--- src/rtl/izh_tdm_scheduler.sv ---
// izh_tdm_scheduler: time-multiplexes one combinational Izhikevich integrator over N_NEURONS v/w state slots
module izh_tdm_scheduler #(
  parameter int WIDTH = 20,
  parameter int FR_WIDTH = 11,
  parameter int N_NEURONS = 8,
  parameter int IDX_W = 3,
  parameter int V_INIT = -65,
  parameter int W_INIT = -12
) (
  input  logic                 clk,
  input  logic                 reset_n,
  input  logic                 tick,
  input  logic                 clr,
  output logic [IDX_W-1:0]     cur_idx,
  input  logic [WIDTH-1:0]     cur_in,
  output logic [WIDTH-1:0]     int_I,
  output logic [WIDTH-1:0]     int_v_old,
  output logic [WIDTH-1:0]     int_w_old,
  input  logic [WIDTH-1:0]     int_v_new,
  input  logic [WIDTH-1:0]     int_w_new,
  input  logic                 int_fire,
  output logic                 busy,
  output logic                 done,
  output logic [N_NEURONS-1:0] spikes,
  output logic                 tick_miss,
  input  logic [IDX_W-1:0]     mon_idx,
  output logic [WIDTH-1:0]     mon_v
);
  localparam logic [WIDTH-1:0] V0 = WIDTH'(V_INIT * (2 ** FR_WIDTH));
  localparam logic [WIDTH-1:0] W0 = WIDTH'(W_INIT * (2 ** FR_WIDTH));
  localparam logic [IDX_W:0] NN = (IDX_W + 1)'(N_NEURONS);
  typedef enum logic [1:0] {IDLE, RUN, DONE} state_t;
  state_t state_q, state_d;
  logic [IDX_W-1:0] idx_q, idx_d;
  logic [WIDTH-1:0] v_q [N_NEURONS];
  logic [WIDTH-1:0] v_d [N_NEURONS];
  logic [WIDTH-1:0] w_q [N_NEURONS];
  logic [WIDTH-1:0] w_d [N_NEURONS];
  logic [N_NEURONS-1:0] acc_q, acc_d, spikes_q, spikes_d;
  logic tick_miss_q, tick_miss_d;
  logic run, last;
  assign run = state_q == RUN;
  assign last = {1'b0, idx_q} == NN - 1'b1;
  assign busy = state_q != IDLE;
  assign done = state_q == DONE;
  assign spikes = spikes_q;
  assign tick_miss = tick_miss_q;
  assign cur_idx = run ? idx_q : '0;
  assign int_I = run ? cur_in : '0;
  assign int_v_old = run ? v_q[idx_q] : '0;
  assign int_w_old = run ? w_q[idx_q] : '0;
  assign mon_v = {1'b0, mon_idx} < NN ? v_q[mon_idx] : '0;
  always_comb begin
    state_d = state_q;
    idx_d = idx_q;
    v_d = v_q;
    w_d = w_q;
    acc_d = acc_q;
    spikes_d = spikes_q;
    tick_miss_d = tick && busy;
    if (state_q == IDLE && clr) begin
      for (int i = 0; i < N_NEURONS; i++) begin
        v_d[i] = V0;
        w_d[i] = W0;
      end
      spikes_d = '0;
    end else if (state_q == IDLE && tick) begin
      state_d = RUN;
      idx_d = '0;
      acc_d = '0;
    end else if (run) begin
      v_d[idx_q] = int_v_new;
      w_d[idx_q] = int_w_new;
      acc_d[idx_q] = int_fire;
      idx_d = last ? '0 : idx_q + 1'b1;
      state_d = last ? DONE : RUN;
    end else if (state_q == DONE) begin
      spikes_d = acc_q;
      idx_d = '0;
      state_d = IDLE;
    end
  end
  always_ff @(posedge clk or negedge reset_n) begin
    if (!reset_n) begin
      state_q <= IDLE;
      idx_q <= '0;
      for (int i = 0; i < N_NEURONS; i++) begin
        v_q[i] <= V0;
        w_q[i] <= W0;
      end
      acc_q <= '0;
      spikes_q <= '0;
      tick_miss_q <= 1'b0;
    end else begin
      state_q <= state_d;
      idx_q <= idx_d;
      v_q <= v_d;
      w_q <= w_d;
      acc_q <= acc_d;
      spikes_q <= spikes_d;
      tick_miss_q <= tick_miss_d;
    end
  end
endmodule
--- config.mk ---
export PLATFORM = sky130hd
export DESIGN_NAME = izh_tdm_scheduler
export DESIGN_NICKNAME = d
export VERILOG_FILES = /design/src/rtl/izh_tdm_scheduler.sv
export SDC_FILE = /design/constraint.sdc
export NUM_CORES = 1
export LEC_CHECK = 0
export BUFFER_PORTS_ARGS = -buffer_cell sky130_fd_sc_hd__buf_2
export CELL_PAD_IN_SITES_DETAIL_PLACEMENT = 1
export CELL_PAD_IN_SITES_GLOBAL_PLACEMENT = 1
export CORE_MARGIN = 2
export CORE_UTILIZATION = 45
export CTS_CLUSTER_DIAMETER = 120
export CTS_CLUSTER_SIZE = 14
export DETAILED_ROUTE_END_ITERATION = 10
export GPL_ROUTABILITY_DRIVEN = 0
export PLACE_DENSITY = 0.85
export SYNTH_ARGS = -nofsm -noshare
export SYNTH_HDL_FRONTEND = slang
export SYNTH_SLANG_ARGS = --single-unit
--- constraint.sdc ---
create_clock -name clk -period 3.5 [get_ports clk]
set_input_delay 0.525 -clock clk [delete_from_list [all_inputs] [get_ports clk]]
set_output_delay 0.525 -clock clk [all_outputs]
set_load 0.01 [all_outputs]
==> flow_summary.toml <==
[cts]
cts_tree = "done"
numCtsBuffers = 28
cts_clock_pin_slew_for_the_worst_setup_and_hold_paths_ps = 70
post_cts_resized = 1
cts.repair_timing.setup_buffer_count = 0
clk_sinks = 342
max-clock-path-buffers = 3
cts.root.buffer_cell = "clkbuf_16"
insertion_delay_ps = 590
htree_num_levels = 1
hold_buffers = 0

[timing]
setup_total_negative_slack_ps = 0
timing.final.max_slew_violations = 0
timing.final.setup_violations = 0
fin_crit_ps = 3470
fmax_mhz = 288
grt_setup_unrepaired = "no"
slew_headroom_pct = 33.3
clock-skew-final_ps = 29.0
worst_pin_slew_ps = 999
final_count_of_hold_timing_violations = 0
period_share_pct = 99.2

[power]
power_switching_share_pct = 43.9
share_of_total_power_in_the_clock_network_pct = 15.6
sequentialPowerShare_pct = 36.8
finalPower_mw = 19.6
power_per_cell_area_nw_per_um2 = 978
power_dissipated_by_switching_net_loads_mw = 8.59
combinationalPowerShare_pct = 47.6
ir_drop_uv = 454
internal_power_mw = 11.0
static-leakage-power_nw = 8.80

[grt]
first_global_vias = 17900
grt_pass1_wl_um = 104000
grt_antenna_before_repair = 3
largest_net_degree_at_the_start_of_global_routing = 122
gr-usage-all-layers_pct = 32.4
grt-ovfl-total = 0

[finish]
layout-drive-gt1-share_pct = 21.6
insertedDiodeCount = 0
layout.nets = 2171
layout_stage_area_growth_over_the_synthesis_result_pct = 10.4

[placed_design]
final_hpwl_dp_um = 41200
placement.io_buffers = 161

[synthesis]
post_synth_inst_count = 2077
synth_seq_area_share_pct = 48.0
synth_top_cells_by_area = "dfrtp_1 32%, dfstp_2 16%, nand2_1 15%"
synth_cell_types = 45
async_flop_share_pct = 100
synth.ff_latch_count = 342
synth_largest_type_area_fraction_pct = 31.8
yosys_warnings = 0
synth-edff-count = 0
synth.net_count = 2151
post_synth_most_frequent_cells = "702 x nand2_1, 306 x a21oi_1, 230 x dfrtp_1, 117 x nand3_1, 112 x dfstp_2"
synth_most_common_cell = "nand2_1"
synth_largest_area_cell = "dfrtp_1"
synth.avg_cell_area_um2 = 8.72
synth_ff_type = "dfrtp_1"
mappedNetlistArea_um2 = 18100

[drt]
final_antenna_net_count = 0
vias = 16800
drt_pass1_iterations = 5
wire_length_reported_by_the_detailed_router_um = 68000
drt_iter0_markers = 1563
route.detailed.drc = 0
drt-vias-per-instance = 6.35
average_wire_per_cell_in_the_routed_design_um = 25.7

[worst_setup_path]
criticalPathCategory = "reg -> out"
reg_to_reg_startpoint = "state_q[0]$_DFFE_PN0P_"
arrival_ps = 2950
worst_r2r_endpoint = "w_q[2]$_DFFE_PN0P_"
crit_path_cell_trace = "buf_6 > mux2i_1 > o22ai_1 > a221oi_1 > nor2_1 > buf_2"
crit_path_capture_type = "output port"
cp-start-kind = "flip-flop"
crit_fanout = 68
timing.reg2reg.worst_path_depth = 7
cell_with_the_biggest_individual_delay_on_the_critical_path = "dfrtp_4"
worst_path_largest_cell_delay_ps = 690
cp-startpoint = "idx_q[1]$_DFFE_PN0P_"
setup.reg_to_reg.worst_slack_ps = 470
critical_path_required_ps = 2970

[floorplanning]
ioPinCount = 162
die_area_um2 = 41900
die_width_um = 205
core_region_area_um2 = 39700
dieHeight_um = 205
std_cell_rows = 73
start_util_pct = 45.6

[outcome]
run_status = "finished, final reports clean"

[run]
cap_viol_max_count = 0

[min_path]
min-delay-path-class = "in -> async"
==> cell families after synthesis <==
group                    share of synthesized area (%)
adder cells (fa/ha/maj)                          0.415
buffers and inverters                             6.44
AO/OA/AOI/OAI                                     16.7
flip-flops                                        48.0
multiplexers                                      8.18
AND/OR/NAND/NOR                                   20.2
==> worst max path at each step <==
stage	slack, ps	end
final	30	int_v_old[11]
after floorplan	1230	mon_v[0]
after detailed placement	560	int_v_old[11]
after global placement	690	int_v_old[11]
after global routing	30	int_v_old[11]
after CTS	20	int_v_old[11]
==> power by group through the flow <==
stage	clock, mW	combinational, mW	sequential [mW]
finish	3.05	9.31	7.20
global placement	0	8.73	7.03
global route	3.24	10.0	7.36
floorplan	0	6.00	6.65
detailed placement	0	9.13	7.19
CTS	3.09	9.20	7.14
==> cell usage in the layout (no fill, tap or decap), types with 40 or more instances in the layout <==
cell type  Yosys  layout
dfrtp_1      230     227
a22oi_1       66      66
dfstp_2      112     112
mux4_2        40      40
a22o_1        41      41
nand2_1      702     701
o21ai_0       41      41
buf_4         43      42
buf_2         70     160
a21oi_1      306     306
nand3_1      117     113
==> flip-flops by register name, summed over array words and instances, names as in the netlist <==
name / cells
tick_miss: 1
w_q: 160
state_q: 2
spikes: 8
v_q: 160
idx_q: 3
acc_q: 8
==> metal layers <==
| metal | wire, µm | track usage [%] | share of wire (%) | up-vias |
|---|---|---|---|---|
| met5 | 38 | 0 | 0.056 | - |
| met2 | 32600 | 54.1 | 48 | 880 |
| met1 | 26500 | 41.3 | 39 | 8544 |
| met4 | 2890 | 14.2 | 4.3 | 6 |
| li1 | - | - | - | 7124 |
| met3 | 5910 | 5.63 | 8.7 | 209 |
==> critical path: cells and delay by family (launching register included) <==
kind                   cells  cell delay [ps]
muxes                      1              290
AOI/OAI and AO/OA          2              490
DFF                        1              690
buffers and inverters      2              700
and+or+nand+nor            1              140
==> per-stage QoR <==
| stage | setup slack [ps] | area [µm²] | utilization [%] | instances | hold slack, ps |
|---|---|---|---|---|---|
| 3_3_place_gp | 686 | 19200 | 48.3 | 2592 | 460 |
| 2_1_floorplan | 1230 | 18100 | - | 2077 | 229 |
| 5_1_grt | 30.4 | 20000 | 50.3 | 2641 | 67.4 |
| 4_1_cts | 17.4 | 20000 | 50.3 | 2641 | 21.3 |
| 3_5_place_dp | 565 | 19200 | 48.3 | 2592 | 467 |
| 6_report | 26.3 | 20000 | 50.3 | 2641 | 33.5 |
==> final cells by class <==
cell class                      count  area (µm²)
Clock inverter                      1        8.76
Inverter                            6        22.5
Multi-Input combinational cell   1499        8340
Clock buffer                       48         797
Timing Repair Buffer              220        1460
Fill cell                        4645       19700
Sequential cell                   342        8710
Tap cell                          525         657
Power figures use the tool's default switching activity.
